[config.mk]
export PLATFORM = sky130hd
export DESIGN_NAME = hcsr04_echo_emulator
export DESIGN_NICKNAME = d
export VERILOG_FILES = /design/src/rtl/hcsr04_echo_emulator.sv
export SDC_FILE = /design/constraint.sdc
export NUM_CORES = 1
export LEC_CHECK = 0
export CAP_MARGIN = 0
export CORE_ASPECT_RATIO = 1.25
export CORE_UTILIZATION = 30
export DETAILED_ROUTE_END_ITERATION = 8
export PLACE_DENSITY_LB_ADDON = 0.2
export SLEW_MARGIN = 15
export SYNTH_ARGS = -nofsm -noshare
export SYNTH_HDL_FRONTEND = slang
export SYNTH_SLANG_ARGS = --single-unit
[constraint.sdc]
create_clock -name clk -period 5.1 [get_ports clk]
set_input_delay 1.02 -clock clk [delete_from_list [all_inputs] [get_ports clk]]
set_output_delay 1.02 -clock clk [all_outputs]
set_load 0.02 [all_outputs]
[src/rtl/hcsr04_echo_emulator.sv]
// HC-SR04 ultrasonic sensor emulator: accepts a trigger pulse and answers with an echo pulse
// whose high width encodes the emulated target distance.
module hcsr04_echo_emulator #(
  parameter int unsigned CLK_FREQ_MHZ = 100,
  parameter int unsigned MIN_TRIG_US  = 10,
  parameter int unsigned BURST_US     = 200,
  parameter int unsigned US_PER_CM    = 58,
  parameter int unsigned MAX_CM       = 400,
  parameter int unsigned TIMEOUT_US   = 38000,
  parameter int unsigned HOLDOFF_US   = 10000
) (
  input  logic       clk,
  input  logic       reset_p,
  input  logic       trigger,
  input  logic [8:0] distance_cm,
  output logic       echo,
  output logic       busy,
  output logic       trig_err
);

  localparam int unsigned CntW   = 17;
  localparam int unsigned PrescW = $clog2(CLK_FREQ_MHZ) + 1;

  typedef enum logic [2:0] {
    StIdle,
    StTrigHi,
    StBurst,
    StEchoHi,
    StHoldoff
  } state_e;

  state_e            state_q, state_d;
  logic              trig_meta_q, trig_s_q, trig_prev_q;
  logic [PrescW-1:0] presc_q, presc_d;
  logic [CntW-1:0]   cnt_q, cnt_d;
  logic [8:0]        lat_cm_q, lat_cm_d;
  logic              echo_q, echo_d;
  logic              trig_err_q, trig_err_d;
  logic              tick;
  logic              in_range;
  logic [CntW-1:0]   echo_target;

  assign tick        = (presc_q == PrescW'(CLK_FREQ_MHZ - 1));
  assign in_range    = (lat_cm_q != '0) && (32'(lat_cm_q) <= MAX_CM);
  assign echo_target = in_range ? CntW'(lat_cm_q) * CntW'(US_PER_CM) : CntW'(TIMEOUT_US);

  always_comb begin
    state_d    = state_q;
    cnt_d      = cnt_q;
    lat_cm_d   = lat_cm_q;
    trig_err_d = 1'b0;
    unique case (state_q)
      StIdle: begin
        // Only a fresh edge starts a measurement; a level held over from HOLDOFF does not.
        if (trig_s_q && !trig_prev_q) begin
          state_d = StTrigHi;
          cnt_d   = '0;
        end
      end
      StTrigHi: begin
        if (!trig_s_q) begin
          cnt_d = '0;
          if (cnt_q >= CntW'(MIN_TRIG_US)) begin
            state_d  = StBurst;
            lat_cm_d = distance_cm;
          end else begin
            state_d    = StIdle;
            trig_err_d = 1'b1;
          end
        end else if (tick && (cnt_q != '1)) begin
          cnt_d = cnt_q + CntW'(1);
        end
      end
      StBurst: begin
        if (tick) begin
          if (cnt_q == CntW'(BURST_US - 1)) begin
            state_d = StEchoHi;
            cnt_d   = '0;
          end else begin
            cnt_d = cnt_q + CntW'(1);
          end
        end
      end
      StEchoHi: begin
        if (tick) begin
          if (cnt_q == echo_target - CntW'(1)) begin
            state_d = StHoldoff;
            cnt_d   = '0;
          end else begin
            cnt_d = cnt_q + CntW'(1);
          end
        end
      end
      StHoldoff: begin
        if (tick) begin
          if (cnt_q == CntW'(HOLDOFF_US - 1)) begin
            state_d = StIdle;
            cnt_d   = '0;
          end else begin
            cnt_d = cnt_q + CntW'(1);
          end
        end
      end
      default: state_d = StIdle;
    endcase
    // Echo register follows the next state so it rises/falls on the state-entry clock.
    echo_d  = (state_d == StEchoHi);
    presc_d = ((state_d != state_q) || tick) ? '0 : presc_q + PrescW'(1);
  end

  always_ff @(posedge clk or posedge reset_p) begin
    if (reset_p) begin
      state_q     <= StIdle;
      trig_meta_q <= 1'b0;
      trig_s_q    <= 1'b0;
      trig_prev_q <= 1'b0;
      presc_q     <= '0;
      cnt_q       <= '0;
      lat_cm_q    <= '0;
      echo_q      <= 1'b0;
      trig_err_q  <= 1'b0;
    end else begin
      state_q     <= state_d;
      trig_meta_q <= trigger;
      trig_s_q    <= trig_meta_q;
      trig_prev_q <= trig_s_q;
      presc_q     <= presc_d;
      cnt_q       <= cnt_d;
      lat_cm_q    <= lat_cm_d;
      echo_q      <= echo_d;
      trig_err_q  <= trig_err_d;
    end
  end

  assign echo     = echo_q;
  assign trig_err = trig_err_q;
  assign busy     = (state_q != StIdle);

endmodule

After elaboration in Yosys (flattened, before gate mapping)
Index checks and enable logic that the tools add are counted.
{ "totals": {"in_bits": 12, "register_bits": 42, "wordCells": 68, "out_inout_bits": 3} }
{ "op_classes": {"bitwise_logic": 1, "eq_ne": 16, "muxes": 25, "addsub": 3, "n_lt_le_gt_ge": 2, "multipliers": 1, "reduce_logical": 11} }
{ "ops": {"columns": ["cell", "n"], "rows": [
  ["17-bit 2-to-1 mux", 9],
  ["17-bit case mux with 5 select lines", 1],
  ["3-bit 2-to-1 mux", 8],
  ["17-bit by 1-bit adder with 17-bit output (second input constant)", 1],
  ["17-bit by 14-bit == test with 1-bit output (second input constant)", 1],
  ["17-bit == test", 1],
  ["17-bit by 8-bit == test with 1-bit output (second input constant)", 1],
  ["17-bit by 4-bit >= comparator with 1-bit output (second input constant)", 1],
  ["17-bit != test (second input constant)", 1],
  ["16-bit by 1-bit subtractor with 17-bit output (second input constant)", 1],
  ["16-bit 2-to-1 mux", 1],
  ["3-bit case mux with 5 select lines", 1],
  ["9-bit by 5-bit multiplier with 14-bit output (second input constant)", 1],
  ["3-bit by 2-bit == test with 1-bit output (second input constant)", 3],
  ["9-bit <= comparator (second input constant)", 1],
  ["9-bit nonzero test", 1],
  ["8-bit by 1-bit adder with 8-bit output (second input constant)", 1],
  ["8-bit by 7-bit == test with 1-bit output (second input constant)", 1],
  ["8-bit 2-to-1 mux", 1],
  ["2-bit != test (second input constant)", 4],
  ["6-bit AND reduction", 1],
  ["5-bit nonzero test", 1],
  ["3-bit by 1-bit == test with 1-bit output (second input constant)", 1],
  ["3-bit == test (second input constant)", 1],
  ["11 further kinds", 15]
]} }

Logic depth before layout (Yosys ltp)
{ "logic_depth": {"word_depth": 11, "depth_mapped": 19, "mapped_depth_nobuf": 17} }

Least setup slack after synthesis
Ideal clock, no wire load.
{ "synth_path": {"path_type": "register to register", "start": "reg lat_cm_q[0]", "end": "reg cnt_q[2]", "arrival_ns": 4.866, "path_buffers": 1, "synth_period_minus_slack_ns": 4.990, "stages_incl_launch_ff": 19, "setup_time_ns": 0.124, "required_time_ns": 4.976, "setup_slack_ns": 0.110, "cell_sequence": "dfrtp_1 inv_1 fa_1 inv_1 ha_1 ha_1 inv_1 fa_1 nand2b_1 a211oi_2 o21ai_0 o211a_1 or4_4 o31a_1 or2_1 a32o_2 nor4b_4 buf_6 nor3_2"} }
{ "synth_between": {"elab_chain_len": 8, "elab_cells_between_ends": 10, "cone_classes": "add/sub (1); mul (1); order compare (1); eq/ne (1); mux (4); reduce/logical (2)"} }
{ "synth_lines": {"columns": ["element", "line", "rtl"], "rows": [
  ["start: declaration", "36", "logic [8:0] lat_cm_q, lat_cm_d;"],
  ["start signal: assignment", "129", "lat_cm_q <= lat_cm_d;"],
  ["parallel branches: the longest is 2 deep, another holds 9-bit by 5-bit multiplier with 14-bit output", null, null],
  ["16-bit 2-to-1 mux *", "45", "assign echo_target = in_range ? CntW'(lat_cm_q) * CntW'(US_PER_CM) : CntW'(TIMEOUT_US);"],
  ["16-bit by 1-bit subtractor with 17-bit output *", "86", "if (cnt_q == echo_target - CntW'(1)) begin"],
  ["17-bit == test *", "86", null],
  ["17-bit 2-to-1 mux *", "86", null],
  ["17-bit 2-to-1 mux *", "85", "if (tick) begin"],
  ["17-bit case mux with 5 select lines *", "52", "unique case (state_q)"],
  ["end signal: assignment", "128", "cnt_q <= cnt_d;"],
  ["end: declaration", "35", "logic [CntW-1:0] cnt_q, cnt_d;"]
]} }
Mark *: on every way between the ends. The select of a mux whose other input is x is not followed.
A chain may end at the register's enable or synchronous reset.

Worst setup path after layout
{ "layout_path": {"start": "reg lat_cm_q[1]", "end": "reg cnt_q[14]"} }
Same word-level chain as after synthesis.

==> run summary <==
I/O Buffers = 14
CP peak stage delay = 560 ps
Post-synth EDFFs = 0
status = completed
Netlist Area Pre-Place = 4260 sq um
Worst Path Arrival = 5260 ps
DR WL/cell = 15.7 microns
GR Overflow Total = 0
Detailed Place HPWL = 8380 microns
Leak = 0.00216 uW
Final Hold Viols = 0
FP Rows = 48
fraction of registers with async set/reset = 100%
DRC viols = 0
Multi-input gate area = 3160 sq um
PwrDens = 319 nW/um^2
CTS max path bufs = 2
placed cell count = 674
maxcap violations = 0
Nets = 583
Initial Util = 30.8%
via count = 3668
Routability Congestion = 0.824
clock root buffer = clkbuf_16
Logic pwr share = 54.6%
Avg Cell Area, Syn = 8.93 sq um
fill cell count = 1432
ys flop type = dfrtp_1
Finished Layout Cells = 692
Synth Instances = 477
chip height = 135 microns
Clk Latency, worst-skew pair = 300 ps
area share of the largest cell type after synthesis = 24.7%
Tot GR Track Use = 15.6%
Slew Viols, Final = 0
Max Fclk = 196 MHz
Post-DRT Antenna Nets = 0
Hold Path Class = reg2reg
largest net degree at the start of global routing = 43
worst relative slew slack = 48.7%
CP max FO = 7
CP Launch Type = register
Yosys warnings = 0
Clock transition at path regs = 70 ps
Synth Register Bits = 42
transition time of the tightest slew-check pin = 762 ps
die width = 109 microns
Net Sw Power = 671 uW
sequential element share of the synthesized area = 24.7%
# IOs = 15
CTS tree = done
area growth from synthesis to layout = 22.0%
Fin Hold WS = 351 ps
dominant cell type by area after synthesis = dfrtp_1
drt first pass iters = 4
clock sinks = 42
Clock power frac = 22.8%
Syn Nets = 544
synth top area cells = dfrtp_1 (25%), ha_1 (12%), fa_1 (6.1%), xnor2_1 (3.3%), inv_1 (3.1%)
RSZ-0062 raised after global routing = yes
Antenna Cells = 0
drt initial violations = 154
H-tree lvl count = 2
switch share = 40.4%
antenna violations before repair = 0
vias in the first global route = 3568
Int Pwr = 990 uW
CP Cell Sequence = inv_2, fa_1, inv_2, ha_4, ha_4, inv_2, fa_2, nor2b_4, a21oi_2, or4b_1, o221a_1, nor4_2, nand4_1, a2111oi_4, a41oi_4, nor4b_4, buf_4, clkbuf_16, a211oi_2
Worst setup EP type = register
final setup fails = 0
Cell Area, Placed = 4770 sq um
min Tclk post-route = 5090 ps
CTS buffer count = 5
first-pass GRT wire length = 17600 microns
clock skew = 8.26 ps
Core Region = 13800 sq um
routed wire length = 10900 microns
critical path's slowest cell = fa_1
Critical Path RT = 5260 ps
ratio of cells with drive above 1 in the final layout = 21.5%
vias per cell = 5.30
CP dominant cell by count = inv_2
Reg power frac = 22.6%
Synth cell types = 72
total die area = 14700 sq um
Post-CTS Hold Buffers = 0
Finished Cell Area = 5200 sq um
period utilisation layout = 99.9%
Register Area = 1050 sq um
worst vdd rail ir drop = 0.169 mV
Setup CP Type = reg2reg
total power = 1660 uW
-- cell usage in the layout, fill, tap and decap left out, types with 9 or more instances in the layout --
cell / count
xnor2_1: 16
o21ai_0: 21
nand3_1: 25
buf_4: 36
clkdlybuf4s50_1: 14
mux2_2: 9
nor3_1: 14
xor2_1: 11
fa_1: 12
nor2_1: 33
and3_1: 12
nor3_2: 10
ha_1: 38
a21oi_1: 14
dfrtp_1: 42
a31oi_1: 9
inv_1: 26
nand2_1: 27
-- cell families (layout without fill, tap and decap cells) --
family,after synthesis,in the layout,synth area share [%]
AND/OR/NAND/NOR,181,181,23.8
AO/OA/AOI/OAI,104,104,18.8
buffers and inverters,56,96,5.17
adder cells (fa/ha/maj),55,55,18.4
flip-flops,42,42,24.7
XOR/XNOR,29,29,6.49
multiplexers,10,10,2.61
-- per-layer routing --
layer	up-vias	share of wire, %	global-route usage, %
li1	1818	-	-
met1	1787	42	17.5
met2	49	54	29.4
met3	14	2.3	2.02
met4	0	2.1	5.86
met5	-	0	0
-- metrics by stage --
stage | util, % | TNS [ps] | worst slack, ps
6_report | 37.6 | 0 | 5.34
5_1_grt | 37.6 | -2490 | -170
4_1_cts | 35.9 | 0 | 1.80
3_5_place_dp | 34.5 | -200 | -48.5
3_3_place_gp | 34.5 | 0 | 21.9
2_1_floorplan | - | 0 | 110
-- path summary, 6_finish.rpt --
path	cells past startpoint	to	slack (ps)	start
worst max-delay path	19	cnt_q[14]$_DFFE_PP0P_	5	lat_cm_q[1]$_DFFE_PP0P_
worst min-delay path	0	trig_s_q$_DFF_PP0_	350	trig_meta_q$_DFF_PP0_
worst max register to register	19	cnt_q[14]$_DFFE_PP0P_	5	lat_cm_q[1]$_DFFE_PP0P_
worst min register to register	0	trig_s_q$_DFF_PP0_	350	trig_meta_q$_DFF_PP0_
max in group asynchronous	3	cnt_q[14]$_DFFE_PP0P_	3520	reset_p
min in group asynchronous	3	lat_cm_q[7]$_DFFE_PP0P_	1160	reset_p
-- cell usage after synthesis, types with 4 or more instances --
library cell	number
or4_1	4
nor3_2	9
xnor2_1	16
nand2_1	27
clkbuf_1	18
nor4_1	9
nand4_1	6
inv_1	35
a311oi_1	4
mux2_2	9
a211oi_1	4
xor2_1	11
nor3_1	18
or3_1	5
nand2b_1	4
fa_1	13
ha_1	42
o21ai_0	23
nor2_1	35
a31oi_1	9
o311ai_0	4
dfrtp_1	42
nand3_1	25
a21oi_1	16
and3_1	13
and2_1	6
-- flip-flops by register name (all words and copies together) (netlist names) --
name and count:
state_q 3, trig_meta_q 1, trig_err 1, trig_prev_q 1, echo 1, presc_q 8, trig_s_q 1, cnt_q 17
lat_cm_q 9
-- final cells by class --
cell class,count,area share [%]
Multi-Input combinational cell,379,60.8
Clock buffer,5,2.41
Clock inverter,3,0.866
Sequential cell,42,20.2
Tap cell,175,4.21
Timing Repair Buffer,53,8.98
Inverter,35,2.53
-- critical path, delay by kind of cell, from the launching register on --
family / cells / cell delay (ps)
fa+ha+maj: 4 / 1560
compound gates: 5 / 1030
buf+inv: 5 / 490
simple gates: 5 / 1530
flops: 1 / 360
-- power by group through the flow --
stage	Combinational (uW)	Clock (uW)	Sequential [uW]
after floorplan	602	0	377
after global placement	821	0	381
after detailed placement	827	0	381
after CTS	843	388	375
after global routing	1000	404	377
final	907	379	375
-- repair_timing --
item,CTS,global route
endpoints found under the setup margin,18,20
buffers inserted,0,9
pin swaps,0,25
resized for setup,2,35
gates cloned,0,1
Note: power is estimated with default switching activity, not from simulation.
